===== src/rtl/instr_encoder.sv =====
// RV32 instruction encoder: {kind, alu_op, regs, imm} requests in, 32-bit words out.
// Encoded words queue in a small FIFO and drain over a valid/ready port.
module instr_encoder #(
    parameter int DEPTH = 4,
    parameter int CNT_W = 8
) (
    input  logic             clk,
    input  logic             reset,
    input  logic             flush,
    input  logic             req_valid,
    output logic             req_ready,
    input  logic [1:0]       req_kind,
    input  logic [3:0]       req_alu_op,
    input  logic [4:0]       req_rd,
    input  logic [4:0]       req_rs1,
    input  logic [4:0]       req_rs2,
    input  logic [19:0]      req_imm,
    output logic             inst_valid,
    input  logic             inst_ready,
    output logic [31:0]      inst_word,
    output logic             illegal,
    output logic [CNT_W-1:0] illegal_count
);

    localparam int AW = $clog2(DEPTH);

    localparam logic [6:0] OP_REG   = 7'h33;
    localparam logic [6:0] OP_IMM   = 7'h13;
    localparam logic [6:0] OP_AUIPC = 7'h17;
    localparam logic [6:0] OP_LOAD  = 7'h03;
    localparam logic [6:0] OP_STORE = 7'h23;

    localparam logic [1:0] K_LOAD  = 2'b00;
    localparam logic [1:0] K_IMM   = 2'b01;
    localparam logic [1:0] K_STORE = 2'b10;
    localparam logic [1:0] K_REG   = 2'b11;

    logic [2:0]  f3;
    logic [6:0]  f7;
    logic        rr_ok;
    logic        is_shift;
    logic [31:0] enc_word;
    logic        enc_ok;

    // funct3/funct7 shared by register and immediate ALU forms
    always_comb begin
        f3       = 3'b000;
        f7       = 7'h00;
        rr_ok    = 1'b1;
        is_shift = 1'b0;
        unique case (req_alu_op)
            4'b0001: f3 = 3'b000;
            4'b0010: f7 = 7'h20;
            4'b0110: begin
                f3       = 3'b001;
                is_shift = 1'b1;
            end
            4'b1010: f3 = 3'b010;
            4'b1011: f3 = 3'b011;
            4'b0011: f3 = 3'b100;
            4'b0111: begin
                f3       = 3'b101;
                is_shift = 1'b1;
            end
            4'b1001: begin
                f3       = 3'b101;
                f7       = 7'h20;
                is_shift = 1'b1;
            end
            4'b0100: f3 = 3'b110;
            4'b0101: f3 = 3'b111;
            4'b1110: f7 = 7'h01;
            4'b1111: begin
                f3 = 3'b100;
                f7 = 7'h01;
            end
            default: rr_ok = 1'b0;
        endcase
    end

    always_comb begin
        enc_word = 32'h0000_0013;
        enc_ok   = 1'b1;
        if (req_alu_op != 4'b0000) begin
            unique case (req_kind)
                K_REG: begin
                    enc_ok   = rr_ok;
                    enc_word = {f7, req_rs2, req_rs1, f3, req_rd, OP_REG};
                end
                K_IMM: begin
                    if (req_alu_op == 4'b1101) begin
                        enc_word = {req_imm, req_rd, OP_AUIPC};
                    end else begin
                        // no immediate form of SUB or the M-extension ops
                        enc_ok = rr_ok && (req_alu_op != 4'b0010)
                                 && (f7 != 7'h01);
                        if (is_shift) begin
                            enc_word = {f7, req_imm[4:0], req_rs1,
                                        f3, req_rd, OP_IMM};
                        end else begin
                            enc_word = {req_imm[11:0], req_rs1,
                                        f3, req_rd, OP_IMM};
                        end
                    end
                end
                K_LOAD: begin
                    enc_ok   = (req_alu_op == 4'b0001);
                    enc_word = {req_imm[11:0], req_rs1, 3'b010,
                                req_rd, OP_LOAD};
                end
                K_STORE: begin
                    enc_ok   = (req_alu_op == 4'b0001);
                    enc_word = {req_imm[11:5], req_rs2, req_rs1, 3'b010,
                                req_imm[4:0], OP_STORE};
                end
                default: enc_ok = 1'b0;
            endcase
        end
    end

    logic [AW:0] wr_ptr;
    logic [AW:0] rd_ptr;
    logic [31:0] mem [DEPTH];
    logic        empty;
    logic        full;
    logic        accept;
    logic        push;
    logic        pop;

    assign empty = (wr_ptr == rd_ptr);
    assign full  = (wr_ptr[AW] != rd_ptr[AW])
                   && (wr_ptr[AW-1:0] == rd_ptr[AW-1:0]);

    assign req_ready  = !full;
    assign inst_valid = !empty;
    assign inst_word  = empty ? 32'h0 : mem[rd_ptr[AW-1:0]];

    assign accept = req_valid && req_ready;
    assign push   = accept && enc_ok && !flush;
    assign pop    = inst_valid && inst_ready && !flush;

    always_ff @(posedge clk or posedge reset) begin
        if (reset) begin
            wr_ptr        <= '0;
            rd_ptr        <= '0;
            illegal       <= 1'b0;
            illegal_count <= '0;
        end else begin
            if (flush) begin
                wr_ptr <= '0;
                rd_ptr <= '0;
            end else begin
                if (push) wr_ptr <= wr_ptr + (AW+1)'(1);
                if (pop)  rd_ptr <= rd_ptr + (AW+1)'(1);
            end
            illegal <= accept && !enc_ok;
            if (accept && !enc_ok && (illegal_count != '1)) begin
                illegal_count <= illegal_count + CNT_W'(1);
            end
        end
    end

    always_ff @(posedge clk) begin
        if (push) mem[wr_ptr[AW-1:0]] <= enc_word;
    end

endmodule


===== config.mk =====
export PLATFORM = sky130hd
export DESIGN_NAME = instr_encoder
export DESIGN_NICKNAME = d
export VERILOG_FILES = /design/src/rtl/instr_encoder.sv
export SDC_FILE = /design/constraint.sdc
export NUM_CORES = 1
export LEC_CHECK = 0
export CORE_ASPECT_RATIO = 1.2
export CORE_MARGIN = 2
export CORE_UTILIZATION = 54
export CTS_BUF_LIST = sky130_fd_sc_hd__clkbuf_8 sky130_fd_sc_hd__clkbuf_16
export DETAILED_ROUTE_END_ITERATION = 8
export PLACE_DENSITY = 0.9
export SYNTH_ARGS = -nofsm -noshare
export SYNTH_HDL_FRONTEND = slang
export SYNTH_SLANG_ARGS = --single-unit

===== constraint.sdc =====
create_clock -name clk -period 2.86 [get_ports clk]
set_input_delay 0.429 -clock clk [delete_from_list [all_inputs] [get_ports clk]]
set_output_delay 0.429 -clock clk [all_outputs]
set_load 0.03 [all_outputs]

==> results of run 1 <==
==> cells by family (layout without fill, tap and decap cells) <==
group / after synthesis / count (layout) / synth area share
XOR/XNOR: 14 / 14 / 0.02145
other: 1 / 2 / 0.0006561
adder cells (fa/ha/maj): 6 / 6 / 0.01313
AO/OA/AOI/OAI: 31 / 31 / 0.03547
flip-flops: 127 / 127 / 0.6541
AND/OR/NAND/NOR: 106 / 106 / 0.1009
buffers and inverters: 28 / 141 / 0.02430
multiplexers: 50 / 50 / 0.1500
==> layout by cell type (no fill, tap or decap), types with 2 or more instances in the layout <==
cell type,Yosys,routed
dlygate4sd2_1,0,18
nand4_1,4,4
buf_12,0,6
xor2_1,5,5
ha_1,6,6
o21ai_1,2,2
a22oi_1,5,5
mux2i_1,17,17
nor2_1,30,30
clkbuf_8,0,4
xnor2_1,9,9
edfxtp_1,112,112
inv_1,7,12
and2_1,34,34
o21ai_0,5,5
or3_1,2,2
conb_1,1,2
nand3_1,7,7
buf_4,7,16
clkbuf_16,0,20
a2bb2oi_1,2,2
nor2b_1,3,3
and3_1,3,3
nor3_1,3,3
mux2_2,5,5
dlymetal6s2s_1,0,7
nand2_1,10,10
clkinv_2,0,2
a21oi_1,10,10
dfrtp_1,15,14
mux4_2,28,28
clkdlybuf4s50_1,0,55
==> power by group through the flow <==
stage	Combinational [mW]	Sequential [mW]	Clock (mW)
6_report	1.28	2.19	2.05
5_1_grt	1.37	2.20	2.15
4_1_cts	1.30	2.19	2.08
3_5_place_dp	1.33	2.23	0
3_3_place_gp	1.31	2.22	0
2_1_floorplan	0.748	2.29	0
==> registers in the layout (all words and copies together), names as in the netlist <==
| name | flops |
|---|---|
| illegal | 1 |
| mem | 112 |
| illegal_count | 8 |
| rd_ptr | 3 |
| wr_ptr | 3 |
==> worst max-delay path by stage <==
stage                   from  slack, ps             to
2_1_floorplan    req_kind[1]        360     mem[0][10]
3_3_place_gp   req_alu_op[2]        280     mem[0][11]
3_5_place_dp   req_alu_op[2]        170     mem[0][11]
4_1_cts            rd_ptr[0]        0.7  inst_word[20]
5_1_grt            rd_ptr[0]        140  inst_word[24]
6_report           rd_ptr[0]        230  inst_word[13]
==> metal layers <==
metal / vias up / part of all wire / global-route usage
li1: 1582 / - / -
met1: 1789 / 0.35 / 0.2746
met2: 178 / 0.55 / 0.4616
met3: 28 / 0.073 / 0.06822
met4: 0 / 0.028 / 0.1009
met5: - / 0 / 0
==> metrics by stage <==
stage / setup slack (ps) / std cells / hold slack (ps)
3_5_place_dp: 172.4 / 574 / 485.1
4_1_cts: 0.6850 / 606 / 378.8
6_report: 234.0 / 606 / 370.0
3_3_place_gp: 280.3 / 574 / 478.4
2_1_floorplan: 357.9 / 364 / 330.5
5_1_grt: 137.7 / 606 / 415.3
==> timing repair <==
item | CTS | global route
cloned | 0 | 0
buffers inserted | 0 | 0
endpoints found under the setup margin | 18 | 7
resized for setup | 18 | 7
==> layout make-up <==
cell class / instances / share of cell area
multi-input combinational: 209 / 0.2490
clock buffer: 24 / 0.07511
sequential: 127 / 0.5057
inverter: 7 / 0.003553
tap: 129 / 0.02182
timing repair buffer: 102 / 0.1401
clock inverter: 8 / 0.004737
==> worst max-delay path, cell delays in order, from the launching register on <==
cell and delay [ps]:
dfrtp_2 470, buf_4 240, mux4_2 560, and2_1 170, dlygate4sd2_1 350
==> impl_results.md, run 1 <==
- Core Area: 0.01041 sq mm
- Register area: 0.003740 sq mm
- Hpwl dp: 8571 um
- Port Buf Inserts: 86
- Clock latency on the worst-skew pair: 410 ps
- Vias in the first global route: 3794
- Cts hold-fix bufs: 0
- Final instance area: 0.007396 sq mm
- Die width: 97.92 um
- Final setup fails: 0
- Crit path kind: flop to output port
- Antenna cells: 0
- Worst Setup End Kind: output port
- Yosys warning count: 0
- Antenna Nets Post-Route: 0
- CTS tree: yes
- Multi-input gate area: 0.001842 sq mm
- CTS Buf Count: 17
- P_int: 4.002 mW
- Max Cap Viol: 0
- Initial core utilization: 0.5488
- Clk buf depth: 2
- Final Cycle Share: 0.9182
- Initial antenna violation count: 0
- CP arrival: 2200 ps
- Synth top cells by count: edfxtp_1, and2_1, nor2_1
- Setup crit start kind: flop
- Worst-path clk slew: 50 ps
- Via/cell ratio: 5.903
- Most common cell in the netlist: edfxtp_1
- Worst slew pin tran: 565.0 ps
- Top cells by area, synth: edfxtp_1, mux4_2, dfrtp_1, and2_1, mux2i_1
- Slew HR: 0.6199
- Ports: 89
- Die Area: 0.01143 sq mm
- Post-synth EDFFs: 112
- Sw Ratio: 0.2747
- Max Freq: 0.3808 GHz
- Top cell type's share of synthesized area: 0.5884
- Die H: 116.7 um
- Syn Inst Count: 363
- RSZ-0062 raised after global routing: no
- # nets final: 516
- Layout area overhead: 29.40%
- Grt ovf: 0
- Pleak: 2.843 nW
- Req. time, crit path: 2430 ps
- Avg Inst Size Synth: 15.75 sq um
- Cell Pwr Density: 746.1 mW/mm^2
- Dominant synthesized flop cell: edfxtp_1
- Synth area leader: edfxtp_1
- First-pass GRT wire length: 20660 um
- Comb pwr share: 0.231
- Drt total wl: 13370 um
- Status: finished clean
- Asr flop ratio synth: 0.1181
- CTS HTree Levels: 4
- Peak supply drop: 729.8 uV
- Post-DP Area: 0.006810 sq mm
- Reg2Reg Setup Slack: 880 ps
- Vias: 3577
- Num Clock Sinks: 127
- DR iter-0 viols: 329
- R2R Path Start: rd_ptr[0]
- Filler Cells Inserted: 669
- Min-Delay Path Class: primary input to async pin
- Number of synthesized register bits: 127
- Final Critical Period: 2626 ps
- Worst reg-to-reg path cell count: 6
- Sequential share of power: 0.397
- Total Power: 5.518 mW
- Post-Syn Area: 0.005715 sq mm
- DRT Pass-1 Iters: 5
- Worst reg2reg endpoint: mem[0][26]
- Routability cong.: 0.9264
- Crit-path max FO: 7
- Per-cell routed wire length: 22.06 um
- Layout cell share with drive strength beyond 1: 0.1887
- Clk pwr share: 0.371
- Total track usage: 0.2500
- Post-synthesis sequential area ratio: 0.6541
- NetSw: 1.516 mW
- Row count: 41
- # DRC: 0
- Pins Over Slew Limit: 0
- Finished Core Util: 0.7102
- Clk root buf: clkbuf_16
- Largest net degree at the start of global routing: 34
- Final setup TNS: 0 ps
- Cell variety after synth: 45
- Final Hold Vio Count: 0
- Worst Skew: 9.373 ps
Power figures use the tool's default switching activity.
==> run 2: changes to the inputs <==
CAP_MARGIN = 20   (was unset)
==> results of run 2 <==
No change in the layout: final DEF, timing and power equal those of run 1.
==> run 3: changes to the inputs <==
PLACE_DENSITY = 0.8   (was 0.9)
==> impl_results.md, run 3 (synthesis results as in run 1) <==
- Total Power: 5.509 mW
- Most common cell after layout, fill and taps aside: edfxtp_1
- Status: finished clean
- CTS HTree Levels: 4
- Global route hottest layer: met2
- Initial core utilization: 0.5488
- Antenna Nets Post-Route: 0
- Total track usage: 0.2281
- Pins Over Slew Limit: 0
- R2R Path Start: rd_ptr[0]
- Final Cycle Share: 0.9739
- Ports: 89
- Final instance area: 0.007447 sq mm
- Die H: 116.7 um
- Worst-path clk slew: 60 ps
- Clk root buf: clkbuf_16
- Grt ovf: 0
- Post-Layout Cell Count: 606
- Final setup TNS: 0 ps
- Final setup fails: 0
- Commonest cells after routing, fill and taps aside: edfxtp_1, clkdlybuf4s50_1, and2_1, nor2_1, mux4_2
- Clk buf depth: 2
- Final Hold Vio Count: 0
- Register area: 0.003740 sq mm
- Max Freq: 0.3590 GHz
- CP arrival: 2360 ps
- Routability cong.: 0.8563
- Max Cap Viol: 0
- Crit path kind: flop to output port
- RSZ-0062 raised after global routing: no
- Layout cell share with drive strength beyond 1: 0.1971
- Layout area overhead: 30.30%
- Per-cell routed wire length: 20.40 um
- Peak supply drop: 571.1 uV
- Multi-input gate area: 0.001842 sq mm
- Die Area: 0.01143 sq mm
- Fin Hold WS: 372.1 ps
- CTS tree: yes
- Slew HR: 0.5995
- Crit-path max FO: 15
- Setup crit start kind: flop
- DRT Pass-1 Iters: 5
- Worst slew pin tran: 595.2 ps
- Initial antenna violation count: 0
- Cell chain of the critical path: buf_12 > mux4_2 > and2_1 > clkdlybuf4s50_1
- Row count: 41
- Worst Skew: 7.937 ps
- Antenna cells: 0
- Drt total wl: 12360 um
- Setup bufs post-CTS: 0
- Via/cell ratio: 5.888
- Final Critical Period: 2785 ps
- DR iter-0 viols: 351
- Port Buf Inserts: 86
- Vias: 3568
- Core Area: 0.01041 sq mm
- CP max stage cell: clkdlybuf4s50_1
- Req. time, crit path: 2430 ps
- Worst Setup End Kind: output port
- Hpwl dp: 8097 um
- CTS Buf Count: 17
- Met2 usage: 0.3703
- Critical path startpoint: rd_ptr[0]
- GRT met1 Usage: 0.2958
- Largest net degree at the start of global routing: 34
- Post-DP Area: 0.006815 sq mm
- Clock latency on the worst-skew pair: 410 ps
- CP peak stage delay: 590 ps
- # nets final: 516
- Cell Pwr Density: 739.8 mW/mm^2
- Met3 Use GR: 0.06104
- Vias in the first global route: 3515
- Max reg flops: 112
- Pleak: 2.919 nW
- Cell family with most CP delay: buffers and inverters
- Cts hold-fix bufs: 0
- WP buf/inv: 2
- Filler Cells Inserted: 697
- Die width: 97.92 um
- Min-Delay Path Class: primary input to async pin
- Num Clock Sinks: 127
- First-pass GRT wire length: 19090 um
- Placed Cells: 573
- # DRC: 0
run 3: cell count changes in the layout (fill, tap and decap cells not counted), sizes merged:
cell | previous run | this run
dlygate4sd2 | 18 | 6
clkdlybuf4s50 | 55 | 59
buf | 22 | 21
dlymetal6s2s | 7 | 15
clkinv | 2 | 6
clkbuf | 24 | 21
run 3: metrics by stage:
| step | worst slack (ps) | util |
|---|---|---|
| final | 74.78 | 0.7151 |
| after global placement | 271.1 | 0.6545 |
| after global routing | 3.779 | 0.7151 |
| after floorplan | 357.9 | - |
| after detailed placement | 146.9 | 0.6545 |
| after CTS | 1.570 | 0.7091 |
run 3: path summary, 6_finish.rpt:
check                      slack [ps]  cells past startpoint               end
max                                70                      4      inst_word[4]
min                               370                      2  illegal_count[6]
max reg2reg                       900                      6        mem[2][12]
min reg2reg                       510                      1  illegal_count[4]
max in group asynchronous        2090                      2         rd_ptr[0]
min in group clk                  510                      1  illegal_count[4]
run 3: worst register-to-register path, cell delays in order (launching register included):
cell and delay, ps:
dfrtp_2 480, xnor2_1 170, nand3_1 170, nand3_1 190, nor2_1 200, and2_1 200
buf_12 220
run 3: cell type report:
type,count,share of cell area
multi-input cells,209,0.2473
clock buffers,20,0.06720
clock inverters,12,0.01025
flip-flops and latches,127,0.5022
repair buffers,102,0.1479
well taps,129,0.02167
inverters,7,0.003528
run 3: layer usage:
| layer | vias to the layer above | wire [um] | part of all wire |
|---|---|---|---|
| li1 | 1588 | - | - |
| met4 | 0 | 291 | 0.024 |
| met1 | 1790 | 4893 | 0.40 |
| met2 | 164 | 6320 | 0.51 |
| met5 | - | 0 | 0 |
| met3 | 26 | 857 | 0.069 |
run 3: repair_timing:
action	4_1_cts	5_1_grt
setup endpoints to repair	6	19
hold endpoints to repair	0	0
pin swaps	0	0
gates resized for setup	6	15
cloned	0	1
run 3: power breakdown:
part | switching (mW) | total [mW] | leakage, nW | internal, mW
Combinational | 0.718 | 1.31 | 1.41 | 0.588
Sequential | 0.0795 | 2.19 | 1.21 | 2.11
Clock | 0.755 | 2.01 | 0.298 | 1.26
Total | 1.55 | 5.51 | 2.92 | 3.96
